[src/rtl/alu_step_sequencer_pkg.sv]
// Shared constants for the ALU step sequencer: state encoding, opcodes and
// instruction field positions, plus small decode helpers.
package alu_step_sequencer_pkg;

  // State codes double as the reported step number; IDLE and HALT report 0.
  localparam logic [3:0] ST_IDLE = 4'd0;
  localparam logic [3:0] ST_T0   = 4'd1;
  localparam logic [3:0] ST_T1   = 4'd2;
  localparam logic [3:0] ST_T2   = 4'd3;
  localparam logic [3:0] ST_T3   = 4'd4;
  localparam logic [3:0] ST_T4   = 4'd5;
  localparam logic [3:0] ST_T5   = 4'd6;
  localparam logic [3:0] ST_T6   = 4'd7;
  localparam logic [3:0] ST_HALT = 4'd8;

  localparam logic [4:0] OP_ADD  = 5'b00011;
  localparam logic [4:0] OP_SUB  = 5'b00100;
  localparam logic [4:0] OP_AND  = 5'b00101;
  localparam logic [4:0] OP_OR   = 5'b00110;
  localparam logic [4:0] OP_MUL  = 5'b01111;
  localparam logic [4:0] OP_DIV  = 5'b10000;
  localparam logic [4:0] OP_HALT = 5'b11011;

  localparam int OP_MSB = 31;
  localparam int OP_LSB = 27;
  localparam int RA_MSB = 26;
  localparam int RA_LSB = 23;
  localparam int RB_MSB = 22;
  localparam int RB_LSB = 19;
  localparam int RC_MSB = 18;
  localparam int RC_LSB = 15;

  localparam int REG_IDX_W = 4;

  typedef struct packed {
    logic [4:0]           op;
    logic [REG_IDX_W-1:0] ra;
    logic [REG_IDX_W-1:0] rb;
    logic [REG_IDX_W-1:0] rc;
  } instr_fields_t;

  function automatic instr_fields_t decode_fields(input logic [31:0] word);
    instr_fields_t f;
    f.op = word[OP_MSB:OP_LSB];
    f.ra = word[RA_MSB:RA_LSB];
    f.rb = word[RB_MSB:RB_LSB];
    f.rc = word[RC_MSB:RC_LSB];
    return f;
  endfunction

  function automatic logic is_alu_op(input logic [4:0] op);
    logic ok;
    case (op)
      OP_ADD, OP_SUB, OP_AND, OP_OR, OP_MUL, OP_DIV: ok = 1'b1;
      default:                                       ok = 1'b0;
    endcase
    return ok;
  endfunction

  // mul/div produce a 64-bit result and need the extra T6 step.
  function automatic logic is_long_op(input logic [4:0] op);
    return (op == OP_MUL) || (op == OP_DIV);
  endfunction

  function automatic logic [3:0] step_of(input logic [3:0] state);
    return (state == ST_HALT) ? 4'd0 : state;
  endfunction

endpackage

[src/rtl/alu_step_sequencer_reg_decoder.sv]
// Register index to one-hot enable decoder; indices beyond NUM_REGS decode to
// no enable at all.
module reg_decoder
  import alu_step_sequencer_pkg::*;
#(
  parameter int NUM_REGS = 16
) (
  input  logic [REG_IDX_W-1:0] index,
  input  logic                 enable,
  output logic [NUM_REGS-1:0]  onehot
);

  // One-hot decode, gated by enable.
  always_comb begin
    onehot = '0;
    for (int i = 0; i < NUM_REGS; i++) begin
      if (enable && (index == REG_IDX_W'(i))) begin
        onehot[i] = 1'b1;
      end else begin
        onehot[i] = 1'b0;
      end
    end
  end

endmodule

[src/rtl/alu_step_sequencer.sv]
// Moore control sequencer stepping a register-file/ALU datapath through
// fetch (T0-T2) and execute (T3-T6) for a small three-register instruction set.
module alu_step_sequencer
  import alu_step_sequencer_pkg::*;
#(
  parameter int DATA_W   = 32,
  parameter int NUM_REGS = 16,
  parameter int OP_W     = 5
) (
  input  logic                clock,
  input  logic                clear,
  input  logic                run,
  input  logic                mem_ready,
  input  logic [DATA_W-1:0]   ir,
  output logic [NUM_REGS-1:0] Rin,
  output logic [NUM_REGS-1:0] Rout,
  output logic                PCout,
  output logic                PCin,
  output logic                IncPC,
  output logic                MARin,
  output logic                Read,
  output logic                MDRin,
  output logic                MDRout,
  output logic                IRin,
  output logic                Yin,
  output logic                Zin,
  output logic                Zlowout,
  output logic                Zhighout,
  output logic                HIin,
  output logic                LOin,
  output logic [OP_W-1:0]     alu_op,
  output logic [3:0]          step,
  output logic                done,
  output logic                illegal
);

  logic [3:0]           state_r;
  logic [3:0]           state_next_s;
  logic                 t1_first_r;
  logic [DATA_W-1:0]    ir_r;
  instr_fields_t        fields_s;
  logic                 halt_s;
  logic                 legal_s;
  logic                 long_s;
  logic                 rin_en_s;
  logic                 rout_en_s;
  logic [REG_IDX_W-1:0] rin_idx_s;
  logic [REG_IDX_W-1:0] rout_idx_s;
  logic                 unused_ir_s;

  function automatic logic in_range(input logic [REG_IDX_W-1:0] idx);
    return ({1'b0, idx} < 5'(NUM_REGS));
  endfunction

  assign fields_s    = decode_fields(ir_r[31:0]);
  assign halt_s      = (fields_s.op == OP_HALT);
  assign long_s      = is_long_op(fields_s.op);
  assign legal_s     = is_alu_op(fields_s.op) && in_range(fields_s.ra) &&
                       in_range(fields_s.rb) && in_range(fields_s.rc);
  assign step        = step_of(state_r);
  assign unused_ir_s = ^ir_r;

  // Next-state logic; run is consulted only in IDLE and at instruction end.
  always_comb begin
    state_next_s = state_r;
    case (state_r)
      ST_IDLE: begin
        if (run) state_next_s = ST_T0;
        else     state_next_s = ST_IDLE;
      end
      ST_T0: state_next_s = ST_T1;
      ST_T1: begin
        if (mem_ready) state_next_s = ST_T2;
        else           state_next_s = ST_T1;
      end
      ST_T2: state_next_s = ST_T3;
      ST_T3: begin
        if (halt_s)       state_next_s = ST_HALT;
        else if (legal_s) state_next_s = ST_T4;
        else if (run)     state_next_s = ST_T0;
        else              state_next_s = ST_IDLE;
      end
      ST_T4: state_next_s = ST_T5;
      ST_T5: begin
        if (long_s)   state_next_s = ST_T6;
        else if (run) state_next_s = ST_T0;
        else          state_next_s = ST_IDLE;
      end
      ST_T6: begin
        if (run) state_next_s = ST_T0;
        else     state_next_s = ST_IDLE;
      end
      ST_HALT: state_next_s = ST_HALT;
      default: state_next_s = ST_IDLE;
    endcase
  end

  // State, first-T1-cycle flag and instruction latch.
  always_ff @(posedge clock or negedge clear) begin
    if (!clear) begin
      state_r    <= ST_IDLE;
      t1_first_r <= 1'b0;
      ir_r       <= '0;
    end else begin
      state_r    <= state_next_s;
      t1_first_r <= (state_r == ST_T0);
      if (state_r == ST_T2) ir_r <= ir;
      else                  ir_r <= ir_r;
    end
  end

  // Moore output decode from state and the latched instruction.
  always_comb begin
    PCout      = 1'b0;
    PCin       = 1'b0;
    IncPC      = 1'b0;
    MARin      = 1'b0;
    Read       = 1'b0;
    MDRin      = 1'b0;
    MDRout     = 1'b0;
    IRin       = 1'b0;
    Yin        = 1'b0;
    Zin        = 1'b0;
    Zlowout    = 1'b0;
    Zhighout   = 1'b0;
    HIin       = 1'b0;
    LOin       = 1'b0;
    alu_op     = '0;
    done       = 1'b0;
    illegal    = 1'b0;
    rin_en_s   = 1'b0;
    rout_en_s  = 1'b0;
    rin_idx_s  = fields_s.ra;
    rout_idx_s = fields_s.rb;
    case (state_r)
      ST_T0: begin
        PCout = 1'b1;
        MARin = 1'b1;
        IncPC = 1'b1;
        Zin   = 1'b1;
      end
      ST_T1: begin
        Zlowout = 1'b1;
        Read    = 1'b1;
        MDRin   = 1'b1;
        PCin    = t1_first_r;
      end
      ST_T2: begin
        MDRout = 1'b1;
        IRin   = 1'b1;
      end
      ST_T3: begin
        if (halt_s) begin
          illegal = 1'b0;
        end else if (legal_s) begin
          rout_en_s = 1'b1;
          Yin       = 1'b1;
        end else begin
          illegal = 1'b1;
        end
      end
      ST_T4: begin
        rout_en_s  = 1'b1;
        rout_idx_s = fields_s.rc;
        Zin        = 1'b1;
        alu_op     = OP_W'(fields_s.op);
      end
      ST_T5: begin
        Zlowout = 1'b1;
        if (long_s) begin
          LOin = 1'b1;
        end else begin
          rin_en_s = 1'b1;
          done     = 1'b1;
        end
      end
      ST_T6: begin
        Zhighout = 1'b1;
        HIin     = 1'b1;
        done     = 1'b1;
      end
      default: begin
        done = 1'b0;
      end
    endcase
  end

  reg_decoder #(.NUM_REGS(NUM_REGS)) u_rin_dec (
    .index  (rin_idx_s),
    .enable (rin_en_s),
    .onehot (Rin)
  );

  reg_decoder #(.NUM_REGS(NUM_REGS)) u_rout_dec (
    .index  (rout_idx_s),
    .enable (rout_en_s),
    .onehot (Rout)
  );

endmodule
[config.mk]
export PLATFORM = sky130hd
export DESIGN_NAME = alu_step_sequencer
export DESIGN_NICKNAME = d
export VERILOG_FILES = /design/src/rtl/alu_step_sequencer_pkg.sv /design/src/rtl/alu_step_sequencer_reg_decoder.sv /design/src/rtl/alu_step_sequencer.sv
export SDC_FILE = /design/constraint.sdc
export NUM_CORES = 1
export LEC_CHECK = 0
export BUFFER_PORTS_ARGS = -buffer_cell sky130_fd_sc_hd__buf_2
export CAP_MARGIN = 20
export CORE_MARGIN = 3
export CORE_UTILIZATION = 47
export CTS_CLUSTER_SIZE = 28
export DETAILED_ROUTE_END_ITERATION = 8
export PLACE_DENSITY_LB_ADDON = 0.08
export REMOVE_ABC_BUFFERS = 1
export SYNTH_ARGS = -nofsm -noshare
export SYNTH_HDL_FRONTEND = slang
export SYNTH_SLANG_ARGS = --single-unit
export TNS_END_PERCENT = 20
[constraint.sdc]
create_clock -name clock -period 3.45 [get_ports clock]
set_input_delay 0.69 -clock clock [delete_from_list [all_inputs] [get_ports clock]]
set_output_delay 0.69 -clock clock [all_outputs]
set_load 0.03 [all_outputs]
==> metrics.cfg <==
[routing]
viasPerCell = 5.31
ant_nets = 0
drc_errors = 0
drt-pass1-iter-count = 4
drt_iter0_drc = 62
wl_per_cell_um = 13.3
postRouteWirelength_um = 3850
vias = 1536

[clock_network]
htree_levels = 1
clkTransAtPathRegs_ns = 0.12
clockBufferDepth = 2
cts_tree = yes
cts_hold_buffers = 0
cts_sinks = 22
cts_buffers = 3
cts-root-buf = clkbuf_4
clkLatencyLatePin_ns = 0.31

[setup_path]
cp_cell_sequence = or4b_4, o22ai_2, o2111ai_4, a211oi_1, buf_2
r2r_cells = 4
worst_setup_path_end_kind = primary output
criticalPathCategory = flop to primary output
cp.depth = 5
endpoint = Rout[10]
path_buf_inv = 1
crit_required_ns = 2.76
critPathTopFamily = compound AO/OA/AOI/OAI gates
start_kind = flop
regToRegSetupSlack_ns = 1.48
crit_slowest_cell = or4b_4
crit_path_start = ir_r[29]
worstPathArrival_ns = 2.59
r2r-start = ir_r[29]
crit_fanout = 19
max_stage_delay_ns = 0.56
r2r_end = state_r[0]

[logic_synthesis]
synth_seq_area_share = 0.341
synth_commonest_cells = 22 x dfrtp_1, 20 x mux2_2, 20 x nor2_1
ys.flop_type = dfrtp_1
synth.most_common_cell = dfrtp_1
yosysTopAreaCell = dfrtp_1
ys_top_cells_by_area = dfrtp_1 34%, mux2_2 14%, nand3_1 5.0%
syn_area_mm2 = 0.00161
synth_top_area_frac = 0.341
yosysUniqueCellTypes = 36
synth-edff-count = 0
synthArstFlopShare = 1.00
yosysWarnings = 0
synth_area_per_cell_um2 = 9.01
ys_ff_latch = 22
syn_inst = 179

[placed_design]
dpl.hpwl_um = 2950
gp_congestion = 0.799
port-buffer-count = 77
dpl_worst_slack_ns = 0.483
placed_area_mm2 = 0.00197

[timing]
max_freq_ghz = 0.305
finalClockSkew_ns = 0.00567
slew_headroom = 0.565
setup_viol_count_final = 0
tightestPinTransition_ns = 0.652
period_needed_ns = 3.28
final_max_slew_viol_count = 0
setup_slack_ns = 0.172
fin_crit_sh = 0.950
rsz0062_at_grt = false
hold_violations = 0

[floorplan]
row_count = 20
pin_count = 93
initial_core_util = 0.512
fp.dieArea_mm2 = 0.00417
fp.dieW_um = 64.6
coreArea_mm2 = 0.00315
fp.dieH_um = 64.6

[global_routing]
grt_pass1_vias = 1386
grt_pass1_wl_um = 6470
antenna_found_initial = 0
grt_max_degree = 26
grt_usage = 0.194
overflow = 0

[cells_and_area]
synthToLayoutAreaGrowth_pct = 25.1
n_antenna_cell = 0
final_area_mm2 = 0.00202
drive_gt1_frac = 0.482
final_nets = 282

[power]
power_density_mw_per_mm2 = 758
p_int_uw = 778
power_switching_uw = 751
pwr-share-clk = 0.092
p_comb_frac = 0.540
power.share.sequential = 0.368
swShare = 0.491
vdd_ir_drop_max_mv = 0.366
p_leak_uw = 0.00100

[run]
max_cap_violations = 0

[outcome]
status = finished, final reports clean

[min_path]
hold_path_class = primary input to async pin

-- layout make-up --
type,instances,area [µm²]
fill,304,1130
multi-input combinational,136,961
sequential,22,551
timing repair buffer,79,400
tap,44,55.1
clock buffer,4,36.3
inverter,4,15.0
-- sequential cells by signal, summed over array words and instances, names as in the netlist --
signal and flops:
ir_r 17, state_r 4, t1_first_r 1
-- power groups by stage --
stage / sequential, µW / clock [µW] / combinational [µW]
2_1_floorplan: 543 / 0 / 621
3_3_place_gp: 557 / 0 / 815
3_5_place_dp: 562 / 0 / 827
4_1_cts: 556 / 148 / 828
5_1_grt: 594 / 160 / 911
6_report: 562 / 141 / 826
-- worst min path at each step --
stage,endpoint,slack (ns),start
6_report,ir_r[24],0.32,clear
5_1_grt,ir_r[16],0.33,clear
4_1_cts,ir_r[24],0.33,clear
3_5_place_dp,ir_r[20],0.52,ir_r[20]
3_3_place_gp,ir_r[20],0.51,ir_r[20]
2_1_floorplan,ir_r[15],0.39,clear
-- through the flow --
step | TNS [ns] | util | cells | total power [µW] | hold WS (ns)
after floorplan | -1.37 | - | 162 | 1160 | 0.394
after global placement | 0 | 0.626 | 285 | 1370 | 0.507
after detailed placement | 0 | 0.626 | 285 | 1390 | 0.523
after CTS | 0 | 0.638 | 289 | 1530 | 0.328
after global routing | 0 | 0.640 | 289 | 1660 | 0.331
final | 0 | 0.640 | 289 | 1530 | 0.320
-- kinds of logic after synthesis --
| group | Yosys count | synth area share |
|---|---|---|
| flip-flops | 22 | 0.341 |
| multiplexers | 25 | 0.171 |
| AO/OA/AOI/OAI | 27 | 0.140 |
| AND/OR/NAND/NOR | 84 | 0.280 |
| buffers and inverters | 21 | 0.0675 |
-- placed cells by master (no fill, tap or decap), drive strengths merged, types with 2 or more instances in the layout --
cell type,instances
buf,79
nand2b,10
nor4,3
inv,4
nand3b,3
mux2i,5
dfrtp,22
clkbuf,4
nand2,8
and2,5
mux2,20
nor3,7
and3,4
nand3,16
nor2b,2
a21oi,13
o2111ai,2
a211oi,5
nor2,20
o21ai,2
-- routing by layer --
layer  wire length (µm)  GRT usage  part of all wire  vias to the layer above
li1                   -          -                 -                      774
met1               1700      0.251              0.44                      703
met2               1820      0.332              0.47                       55
met3                308     0.0399             0.080                        4
met4                 25     0.0396            0.0065                        0
met5                  0          0                 0                        -
-- what timing repair did --
action	CTS	global route
buffers inserted	0	0
hold endpoints to repair	0	0
endpoints found under the setup margin	0	6
gates resized for setup	0	2
Power figures use the tool's default switching activity.
